## src/rtl/mem_arbiter_if.sv

```systemverilog
// mem_arbiter_if: single-beat memory request/response bus.
//   valid  request pulse, one cycle
//   instr  instruction-access flag
//   addr   byte address (32)
//   wdata  write data (32)
//   wstrb  byte strobes (4), 0 means read
//   ready  response pulse
//   rdata  response data (32)
// master issues requests and receives responses; slave does the opposite.
interface mem_arbiter_if;
  logic        valid;
  logic        instr;
  logic [31:0] addr;
  logic [31:0] wdata;
  logic [3:0]  wstrb;
  logic        ready;
  logic [31:0] rdata;

  modport master (
    output valid, instr, addr, wdata, wstrb,
    input  ready, rdata
  );

  modport slave (
    input  valid, instr, addr, wdata, wstrb,
    output ready, rdata
  );
endinterface

```

## src/rtl/mem_arbiter.sv

```systemverilog
// mem_arbiter: shares one memory bus between the fetch port and the
// load/store port. One transaction is outstanding at a time; each port
// can park one request in its pending slot while the bus is busy.
// Ports:
//   clk   clock
//   rst   synchronous, active-low reset
//   imem  fetch port (slave side of the bus)
//   dmem  load/store port (slave side of the bus)
//   mem   downstream memory bus (master side)
//
// state  | meaning
// -------+------------------------------------------
// IDLE   | no transaction on the bus
// BUSY_I | fetch transaction outstanding
// BUSY_D | load/store transaction outstanding
module mem_arbiter (
  input  logic          clk,
  input  logic          rst,
  mem_arbiter_if.slave  imem,
  mem_arbiter_if.slave  dmem,
  mem_arbiter_if.master mem
);

  typedef enum logic [1:0] {IDLE, BUSY_I, BUSY_D} state_t;

  typedef struct packed {
    logic        valid;
    logic        instr;
    logic [31:0] addr;
    logic [31:0] wdata;
    logic [3:0]  wstrb;
  } req_t;

  state_t state, state_nxt;
  // 0: fetch was granted last, 1: load/store was granted last
  logic   last_d, last_d_nxt;
  req_t   i_slot, i_slot_nxt, d_slot, d_slot_nxt;
  req_t   i_live, d_live, win_req;
  logic   i_cand, d_cand, grant_i, grant_d;
  logic        imem_ready_c, dmem_ready_c;
  logic [31:0] imem_rdata_c, dmem_rdata_c;

  assign i_live = {imem.valid, imem.instr, imem.addr, imem.wdata, imem.wstrb};
  assign d_live = {dmem.valid, dmem.instr, dmem.addr, dmem.wdata, dmem.wstrb};
  assign i_cand = i_live.valid | i_slot.valid;
  assign d_cand = d_live.valid | d_slot.valid;

  always_ff @(posedge clk) begin
    if (!rst) begin
      state  <= IDLE;
      last_d <= 1'b0;
      i_slot <= '0;
      d_slot <= '0;
    end else begin
      state  <= state_nxt;
      last_d <= last_d_nxt;
      i_slot <= i_slot_nxt;
      d_slot <= d_slot_nxt;
    end
  end

  always_comb begin
    state_nxt    = state;
    last_d_nxt   = last_d;
    grant_i      = 1'b0;
    grant_d      = 1'b0;
    win_req      = '0;
    imem_ready_c = 1'b0;
    dmem_ready_c = 1'b0;
    imem_rdata_c = '0;
    dmem_rdata_c = '0;

    case (state)
      IDLE: begin
        // On a tie the port that did not win last time goes first.
        if (d_cand && (!i_cand || !last_d)) begin
          grant_d = 1'b1;
        end else if (i_cand) begin
          grant_i = 1'b1;
        end
        if (grant_d) begin
          win_req    = d_slot.valid ? d_slot : d_live;
          state_nxt  = BUSY_D;
          last_d_nxt = 1'b1;
        end else if (grant_i) begin
          win_req    = i_slot.valid ? i_slot : i_live;
          state_nxt  = BUSY_I;
          last_d_nxt = 1'b0;
        end
      end
      BUSY_I: begin
        if (mem.ready) begin
          imem_ready_c = 1'b1;
          imem_rdata_c = mem.rdata;
          state_nxt    = IDLE;
        end
      end
      BUSY_D: begin
        if (mem.ready) begin
          dmem_ready_c = 1'b1;
          dmem_rdata_c = mem.rdata;
          state_nxt    = IDLE;
        end
      end
      default: state_nxt = IDLE;
    endcase

    // A granted port consumed its source: the slot if full, otherwise the
    // live request (slot already empty). Any other live request is parked.
    i_slot_nxt = i_slot;
    if (grant_i) begin
      i_slot_nxt.valid = 1'b0;
    end else if (i_live.valid) begin
      i_slot_nxt = i_live;
    end

    d_slot_nxt = d_slot;
    if (grant_d) begin
      d_slot_nxt.valid = 1'b0;
    end else if (d_live.valid) begin
      d_slot_nxt = d_live;
    end

    // Outputs are forced quiet while reset is held, whatever the inputs.
    if (!rst) begin
      win_req      = '0;
      imem_ready_c = 1'b0;
      dmem_ready_c = 1'b0;
      imem_rdata_c = '0;
      dmem_rdata_c = '0;
    end
  end

  assign mem.valid  = win_req.valid;
  assign mem.instr  = win_req.instr;
  assign mem.addr   = win_req.addr;
  assign mem.wdata  = win_req.wdata;
  assign mem.wstrb  = win_req.wstrb;
  assign imem.ready = imem_ready_c;
  assign imem.rdata = imem_rdata_c;
  assign dmem.ready = dmem_ready_c;
  assign dmem.rdata = dmem_rdata_c;

endmodule

```

## src/flat_wrapper.sv

```systemverilog
// flat-port wrapper written by rule: the top's interface ports become plain ports
module mem_arbiter_flat 
  (clk, rst, imem_valid, imem_instr, imem_addr, imem_wdata, imem_wstrb, imem_ready, imem_rdata, dmem_valid, dmem_instr, dmem_addr, dmem_wdata, dmem_wstrb, dmem_ready, dmem_rdata, mem_valid, mem_instr, mem_addr, mem_wdata, mem_wstrb, mem_ready, mem_rdata);
  mem_arbiter_if imem_i ();
  mem_arbiter_if dmem_i ();
  mem_arbiter_if mem_i ();
  input  logic clk;
  input  logic rst;
  input wire logic [$bits(imem_i.valid)-1:0] imem_valid;
  input wire logic [$bits(imem_i.instr)-1:0] imem_instr;
  input wire logic [$bits(imem_i.addr)-1:0] imem_addr;
  input wire logic [$bits(imem_i.wdata)-1:0] imem_wdata;
  input wire logic [$bits(imem_i.wstrb)-1:0] imem_wstrb;
  output wire logic [$bits(imem_i.ready)-1:0] imem_ready;
  output wire logic [$bits(imem_i.rdata)-1:0] imem_rdata;
  input wire logic [$bits(dmem_i.valid)-1:0] dmem_valid;
  input wire logic [$bits(dmem_i.instr)-1:0] dmem_instr;
  input wire logic [$bits(dmem_i.addr)-1:0] dmem_addr;
  input wire logic [$bits(dmem_i.wdata)-1:0] dmem_wdata;
  input wire logic [$bits(dmem_i.wstrb)-1:0] dmem_wstrb;
  output wire logic [$bits(dmem_i.ready)-1:0] dmem_ready;
  output wire logic [$bits(dmem_i.rdata)-1:0] dmem_rdata;
  output wire logic [$bits(mem_i.valid)-1:0] mem_valid;
  output wire logic [$bits(mem_i.instr)-1:0] mem_instr;
  output wire logic [$bits(mem_i.addr)-1:0] mem_addr;
  output wire logic [$bits(mem_i.wdata)-1:0] mem_wdata;
  output wire logic [$bits(mem_i.wstrb)-1:0] mem_wstrb;
  input wire logic [$bits(mem_i.ready)-1:0] mem_ready;
  input wire logic [$bits(mem_i.rdata)-1:0] mem_rdata;
  assign imem_i.valid = imem_valid;
  assign imem_i.instr = imem_instr;
  assign imem_i.addr = imem_addr;
  assign imem_i.wdata = imem_wdata;
  assign imem_i.wstrb = imem_wstrb;
  assign imem_ready = imem_i.ready;
  assign imem_rdata = imem_i.rdata;
  assign dmem_i.valid = dmem_valid;
  assign dmem_i.instr = dmem_instr;
  assign dmem_i.addr = dmem_addr;
  assign dmem_i.wdata = dmem_wdata;
  assign dmem_i.wstrb = dmem_wstrb;
  assign dmem_ready = dmem_i.ready;
  assign dmem_rdata = dmem_i.rdata;
  assign mem_valid = mem_i.valid;
  assign mem_instr = mem_i.instr;
  assign mem_addr = mem_i.addr;
  assign mem_wdata = mem_i.wdata;
  assign mem_wstrb = mem_i.wstrb;
  assign mem_i.ready = mem_ready;
  assign mem_i.rdata = mem_rdata;
  mem_arbiter u_core (.clk(clk), .rst(rst), .imem(imem_i), .dmem(dmem_i), .mem(mem_i));
endmodule
```

## config.mk

```make
export PLATFORM = sky130hd
export DESIGN_NAME = mem_arbiter_flat
export DESIGN_NICKNAME = d
export VERILOG_FILES = /design/src/rtl/mem_arbiter_if.sv /design/src/rtl/mem_arbiter.sv /design/src/flat_wrapper.sv
export SDC_FILE = /design/constraint.sdc
export NUM_CORES = 1
export LEC_CHECK = 0
export CAP_MARGIN = 15
export CORE_ASPECT_RATIO = 1.75
export CORE_MARGIN = 10
export CORE_UTILIZATION = 60
export CTS_BUF_LIST = sky130_fd_sc_hd__clkbuf_4 sky130_fd_sc_hd__clkbuf_8
export DETAILED_ROUTE_END_ITERATION = 8
export DONT_BUFFER_PORTS = 1
export PLACE_DENSITY = 0.79
export SETUP_SLACK_MARGIN = 0.2
export SYNTH_ARGS = -nofsm -noshare
export SYNTH_HDL_FRONTEND = slang
export SYNTH_SLANG_ARGS = --single-unit
```

## constraint.sdc

```tcl
create_clock -name clk -period 1.95 [get_ports clk]
set_input_delay 0.4875 -clock clk [delete_from_list [all_inputs] [get_ports clk]]
set_output_delay 0.4875 -clock clk [all_outputs]
set_load 0.1 [all_outputs]
```

==> flow_results.org, run 1 <==
** Synthesis
- Share of flip-flops with an asynchronous set or reset after synthesis :: 0
- Post-synthesis share of cell area spent on and, or, nand and nor gates :: 0.206
- Summed instance area of the synthesized netlist :: 0.00874 mm^2
- The share of synthesized area in the top cell type comes to 0.328.
- The share of the synthesized area in compound gates (AO/OA/AOI/OAI) is 0.0787.
- Of the total synthesized cell area, the portion taken by full adders, half adders and majority gates is 0.00429.
- During synthesis, Yosys emitted a total of 0 warnings.
- After synthesis, the mean cell area works out to 8.47 um^2.
- The share of the Yosys chip area taken by registers is 0.328.
- After synthesis, the largest family of logic cells by area is multiplexers.
- Post-synth EDFFs :: 0
- Mapped Cells :: between 1000 and 1500
- Share of synthesized area spent on multiplexers :: 0.326
- Number of distinct library cells after synthesis :: 26
- In the post-synthesis netlist, the biggest area contributors are sky130_fd_sc_hd__dfxtp_1 33%, sky130_fd_sc_hd__mux2i_1 24%, sky130_fd_sc_hd__nand2_1 15%, sky130_fd_sc_hd__mux2_2 8.9%, sky130_fd_sc_hd__o32ai_1 6.9%.
- When the netlist entered floorplanning its net count stood at 1210.
- In the synthesized netlist the dominant register cell turns out to be sky130_fd_sc_hd__dfxtp_1.
- Of all cell types, the one taking the most synthesized area is sky130_fd_sc_hd__dfxtp_1.
- Synthesis inferred 143 register bits.
- Of the total synthesized cell area, the portion taken by XOR and XNOR cells is 0.

** Run status
- It got as far as 5_1_grt and failed there.
- Error that halted the flow :: [ERROR DPL-0033] detailed placement checks failed during check placement.
- The flow did not finish.

** Placement
- Detailed placement finished with a half-perimeter wire length of 23300 um.
- # placed instances :: approximately 1200
- Before CTS, the worst setup slack after placement is -0.0736 ns.
- Buffers placed on the I/O ports in this run total 0.
- Final weighted congestion in routability-driven placement :: 0.828

** CTS
- The H-tree was split into 4 levels.
- The clock drives 143 sinks.
- The tree is rooted in a sky130_fd_sc_hd__clkbuf_8.
- In this run the deepest clock path goes through 2 buffers.
- Total clock buffers created by CTS :: 17

** Timing
- Once global-route timing repair stopped, the endpoint with the least setup slack was mem_addr[31].
- After the last repair the worst path ends at an output port.

** Global routing
- Number of antenna violations at the first check in global routing :: 2
- Entering global routing, the biggest net connects 296 pins.

** Die
- From bottom edge to top edge, the die measures 180 um.
- Cell row count :: 58
- I/O Pins :: 311
- Effective utilization at floorplan :: 0.608
- Overall die width :: 111 um
Yosys cell counts (2+ instances only):
| library cell | count |
|---|---|
| sky130_fd_sc_hd__mux2i_1 | 207 |
| sky130_fd_sc_hd__o32ai_1 | 69 |
| sky130_fd_sc_hd__inv_1 | 2 |
| sky130_fd_sc_hd__a21oi_1 | 2 |
| sky130_fd_sc_hd__and2_1 | 66 |
| sky130_fd_sc_hd__a21boi_1 | 2 |
| sky130_fd_sc_hd__buf_4 | 11 |
| sky130_fd_sc_hd__or2_1 | 2 |
| sky130_fd_sc_hd__ha_1 | 3 |
| sky130_fd_sc_hd__buf_6 | 5 |
| sky130_fd_sc_hd__and3_1 | 2 |
| sky130_fd_sc_hd__clkbuf_1 | 50 |
| sky130_fd_sc_hd__buf_2 | 34 |
| sky130_fd_sc_hd__mux2_2 | 69 |
| sky130_fd_sc_hd__nand4_1 | 3 |
| sky130_fd_sc_hd__nand2_1 | 353 |
| sky130_fd_sc_hd__dfxtp_1 | 143 |
what timing repair did:
action                     CTS
cloned                      18
setup buffers               21
hold buffers                 0
setup endpoints to repair  136
pin swaps                   89
gates resized for setup     93
kinds of logic after synthesis:
kind of cell | count (synthesis)
AO/OA/AOI/OAI | 79
adder cells (fa/ha/maj) | 3
buffers and inverters | 102
flip-flops | 143
multiplexers | 276
AND/OR/NAND/NOR | 429
per-stage QoR:
stage	setup TNS [ns]	util	cell area (um^2)
3_3_place_gp	-1.77	0.850	12200
4_1_cts	-53.95	0.938	13500
3_5_place_dp	-3.06	0.850	12200
2_1_floorplan	-88.57	-	9570
==> inputs of run 2 (changes only) <==
==> config.mk (replaced) <==
export PLATFORM = sky130hd
export DESIGN_NAME = mem_arbiter_flat
export DESIGN_NICKNAME = d
export VERILOG_FILES = /design/src/rtl/mem_arbiter_if.sv /design/src/rtl/mem_arbiter.sv /design/src/flat_wrapper.sv
export SDC_FILE = /design/constraint.sdc
export NUM_CORES = 1
export LEC_CHECK = 0
export CAP_MARGIN = 15
export CORE_MARGIN = 10
export CORE_UTILIZATION = 40
export DETAILED_ROUTE_END_ITERATION = 8
export DONT_BUFFER_PORTS = 1
export PLACE_DENSITY_LB_ADDON = 0.15
export SYNTH_ARGS = -nofsm -noshare
export SYNTH_HDL_FRONTEND = slang
export SYNTH_SLANG_ARGS = --single-unit
==> constraint.sdc (replaced) <==
create_clock -name clk -period 2.5 [get_ports clk]
set_input_delay 0.625 -clock clk [delete_from_list [all_inputs] [get_ports clk]]
set_output_delay 0.625 -clock clk [all_outputs]
set_load 0.1 [all_outputs]
==> run 2 against run 1 <==
  * The flow now finishes, with violations (negative setup slack)
  * Synthesized cell count did not move
  * Synthesized area is the same
==> flow_results.org, run 2 <==
** Power and ir drop
- Of the total power, registers draw 0.217.
- Part of the total power dissipated in the clock network :: 0.208
- Net switching power :: 5.75 mW
- Comb pwr share :: 0.575
- Cell leakage power :: 5.33 nW
- The worst-case IR drop observed on VDD is 592 uV.
- In this run the power density over the cells is 891 mW/mm^2.
- Of the total power, the share spent switching nets is 0.442.
- Internal power comes to 7.27 mW.

** Detailed routing
- Routed WL :: approximately 33000 um
- The detail route stage leaves a number of antenna-violating nets equal to 0.
- The detailed router finished its first iteration with about 400 violations.
- The final route contains 8002 vias.
- Via-to-Cell Ratio :: around 5.5
- For this run, design rule violations remaining after detail routing come to 0.
- For this run, the detailed router's first-pass iteration total came to 5.
- Per-cell routed wire length :: 22.5 um

** Timing
- At the pin with the least slew margin, the transition time is 0.689 ns.
- Measured against its own limit, the worst slew margin works out to 0.541.
- Unrepaired setup endpoints after global routing :: true
- The routed design could run at a clock period as short as 2.59 ns.
- Setup-violating endpoint count in the final report :: 69
- Of the available clock period, the critical path in the final layout requires 1.04.
- For the final database, setup skew stands at between 0.01 and 0.015 ns.
- Total count of hold-check failures in the final report :: 0
- Derived from the worst setup path, the maximum achievable clock frequency is 0.386 GHz.
- Final Worst Setup Slack :: -0.0902 ns
- The number of pins with negative max-slew slack in the final report came to 0.

** Critical path
- CP startpoint kind :: register
- The worst register-to-register path has a setup slack of 0.73 ns.
- Cell at the slowest stage of the critical path :: sky130_fd_sc_hd__dfxtp_2
- Largest fanout of any net on the critical path :: 9
- STA puts the critical path data required time at about 1.9 ns.
- Worst setup path category :: reg2out
- Walking the worst path, the cells encountered are inv_2, ha_4, and2_4, buf_4, clkbuf_16, nand2_2, o32ai_4, buf_12.
- The worst register-to-register path has a depth of 6.
- Category of the worst setup path capture point :: output pin
- Worst flop-to-flop path endpoint :: u_core.i_slot[25]$_SDFFE_PN0P_
- For this run, the slowest stage of the critical path takes about 0.32 ns.
- Data arrival at the endpoint of the critical path :: 1.97 ns
- Worst reg2reg startpoint :: u_core.state[1]$_SDFFE_PN0P_

** Synthesis
- The share of synthesized registers carrying an async set or reset is 0 (unchanged).
- Area share of the leading cell type in the synthesized netlist :: 0.328 (unchanged)
- The multiplexer area fraction after synthesis came to 0.326 (unchanged).
- The share of the synthesized area in compound gates (AO/OA/AOI/OAI) is 0.0787 (unchanged).
- Number of distinct library cells after synthesis :: 26 (unchanged)
- The synthesized area per cell is 8.47 um^2 (unchanged).
- Top cells by area, synth :: sky130_fd_sc_hd__dfxtp_1 33%, sky130_fd_sc_hd__mux2i_1 24%, sky130_fd_sc_hd__nand2_1 15%, sky130_fd_sc_hd__mux2_2 8.9%, sky130_fd_sc_hd__o32ai_1 6.9%
- Most frequently used cell type in the post-synthesis netlist :: sky130_fd_sc_hd__nand2_1
- Number of warning messages in the yosys log :: 0 (unchanged)
- Most area-hungry cell type in the Yosys netlist :: sky130_fd_sc_hd__dfxtp_1
- The synthesized-area fraction occupied by adder cells came to 0.00429 (unchanged).
- Synth Area in XOR/XNOR :: 0 (unchanged)
- Commonest cells in the netlist :: 353 x sky130_fd_sc_hd__nand2_1, 207 x sky130_fd_sc_hd__mux2i_1, 143 x sky130_fd_sc_hd__dfxtp_1
- The net count of the mapped netlist was 1210 (unchanged).
- Dominant combinational cell family by area after synthesis :: multiplexers
- The area of the mapped netlist was 0.00874 mm^2 (unchanged).
- Post-synth EDFFs :: 0 (unchanged)
- Mapped Cells :: 1032 (unchanged)
- The number of synthesized register bits came to 143 (unchanged).
- The share of the yosys chip area belonging to registers came to 0.328 (unchanged).
- The simple-gate portion of the synthesized area came to 0.206 (unchanged).
- In the synthesized netlist the dominant register cell turns out to be sky130_fd_sc_hd__dfxtp_1.

** Placement
- The count of buffers inserted at the top-level ports came to 0 (unchanged).
- The number of placed instances with taps included came to 1383 (+12%).
- DP Wirelength :: 22600 um (-3.2%)
- The final RePlAce weighted congestion is 0.827 (about the same).

** Die
- Area inside the core boundary :: 0.0217 mm^2
- The die covers about 0.028 mm^2.
- The number of I/O pins is 311 (unchanged).
- Chip height :: 168 um (-6.6%)
- The effective utilization at floorplan is 0.403 (-0.205).
- The number of cell rows came to 54 (-6.9%).
- Overall die width :: 168 um (+51%)

** Cells and area
- Most frequent standard cell in the layout excluding fill and tap cells :: sky130_fd_sc_hd__nand2_1
- Fraction of final layout cells sized beyond drive strength 1 :: 0.424
- Filler cells :: 1603
- The area growth from synthesis to layout is 67.2%.
- After the last flow step, the layout net total stands at about 1300.
- For this run, the share of the core covered by cells in the final layout is 0.674.
- Summing all multi-input logic gate instances after layout gives 0.00701 mm^2.
- The largest registers in the layout are u_core.d_slot x70, u_core.i_slot x70, u_core.state x2.
- Once layout is complete, the cells apart from fillers number 1447.
- Area of all sequential standard cells :: 0.00287 mm^2
- Leading cell types in the layout, fill and taps excluded :: 306 x sky130_fd_sc_hd__nand2_1, 205 x sky130_fd_sc_hd__mux2i_1, 154 x sky130_fd_sc_hd__buf_12

** CTS
- At the later pin of the worst-skew pair, clock insertion delay measures 0.42 ns.
- # H-tree levels :: 4 (unchanged)
- CTS sink cnt :: 143 (unchanged)
- The maximum count of clock buffers along a single path came to 2 (unchanged).
- After clock tree synthesis, the clock-pin slew on the worst setup and hold paths is around 0.07 ns.
- The root buffer cell chosen for the clock tree is sky130_fd_sc_hd__clkbuf_16.
- Total clock buffers created by CTS :: 17 (unchanged)
- Clock tree from TritonCTS :: done

** Flow run
- # Max-Cap Violations :: 0

** Global routing
- Vias in the first global route :: 7965
- Gr usage total :: 0.216
- The number of antenna violations at the first check in global routing is 1.
- After global routing the overflow that remains totals 0.
- Pin count of the biggest net entering global routing :: 288
- The first global-routing pass estimated 48300 um of wire.

** Run status
- The final reports fail on negative setup slack.
- Outcome :: finished with violations

** Hold path
- Number of stages on the worst hold path :: 2
- For hold timing, the worst endpoint is u_core.i_slot[22]$_SDFFE_PN0P_.
- The min-delay analysis places its worst path in the category in2reg.
- Startpoint of the most critical hold path :: imem_wdata[18]
[run 2: cell counts after synthesis]
No cell type changed its count.
[run 2: cells by family (layout without fill, tap and decap cells)]
| group | after synthesis | after routing |
|---|---|---|
| AND/OR/NAND/NOR | 429 | 429 |
| multiplexers | 276 | 276 |
| flip-flops | 143 | 143 |
| buffers and inverters | 102 | 231 |
| AO/OA/AOI/OAI | 79 | 79 |
| adder cells (fa/ha/maj) | 3 | 3 |
| other | 0 | 6 |
[run 2: critical path: cells and delay by family, from the launching register on]
family	cells	cell delay, ns
flops	1	0.32
fa+ha+maj	1	0.17
simple gates	2	0.25
buf+inv	4	0.62
compound gates	1	0.16
[run 2: power groups by stage]
| stage | Clock (mW) | Combinational, mW | Sequential [mW] |
|---|---|---|---|
| final | 2.71 | 7.49 | 2.82 |
| after global routing | 2.85 | 7.76 | 2.86 |
| after CTS | 2.76 | 7.34 | 2.81 |
| after detailed placement | 0 | 6.89 | 2.86 |
| after global placement | 0 | 6.83 | 2.84 |
| after floorplan | 0 | 4.36 | 2.80 |
[run 2: layout make-up]
type                       count  share of cell area
clock inverter                15              0.0134
tap                          280              0.0240
antenna                        6             0.00103
multi-input combinational    787               0.480
timing repair buffer         197               0.255
inverter                       2            0.000514
clock buffer                  17              0.0291
sequential                   143               0.197
[run 2: routing by layer]
| layer | vias up | track usage | wire length (um) |
|---|---|---|---|
| met2 | 262 | 0.364 | 16200 |
| met1 | 3885 | 0.240 | 12400 |
| met3 | 36 | 0.0857 | 3070 |
| met4 | 0 | 0.0787 | 797 |
| li1 | 3819 | - | - |
| met5 | - | 0 | 0 |
[run 2: timing repair]
item | 4_1_cts | 5_1_grt
pin swaps | 20 | 26
buffers inserted | 9 | 3
setup endpoints to repair | 70 | 77
hold buffers | 0 | 0
resized for setup | 53 | 32
cloned | 8 | 6
[run 2: how the worst max path moves through the flow]
| stage | start | endpoint | slack [ns] | cells after the start |
|---|---|---|---|---|
| 6_report | u_core.state[1]$_SDFFE_PN0P_ | mem_wdata[3] | -0.09 | 8 |
| 5_1_grt | u_core.state[1]$_SDFFE_PN0P_ | mem_wdata[3] | -0.15 | 8 |
| 4_1_cts | u_core.d_slot[69]$_SDFFE_PP0P_ | mem_wdata[12] | -0.10 | 5 |
| 3_5_place_dp | dmem_valid | mem_wdata[1] | 0.09 | 5 |
| 3_3_place_gp | dmem_valid | mem_wdata[1] | 0.1 | 5 |
| 2_1_floorplan | rst | mem_wdata[16] | -1.50 | 4 |
[run 2: through the flow]
stage	power (mW)	area [um^2]	setup WS, ns	hold WS [ns]	TNS (ns)
finish	13.0	14600	-0.0902	0.338	-3.04
global route	13.5	14600	-0.151	0.329	-8.21
CTS	12.9	14300	-0.102	0.324	-4.57
detailed placement	9.75	13300	0.0863	0.446	0
global placement	9.67	13300	0.0959	0.438	0
floorplan	7.16	9320	-1.50	0.431	-71.89
No activity file was read; power rests on OpenSTA's default activity.
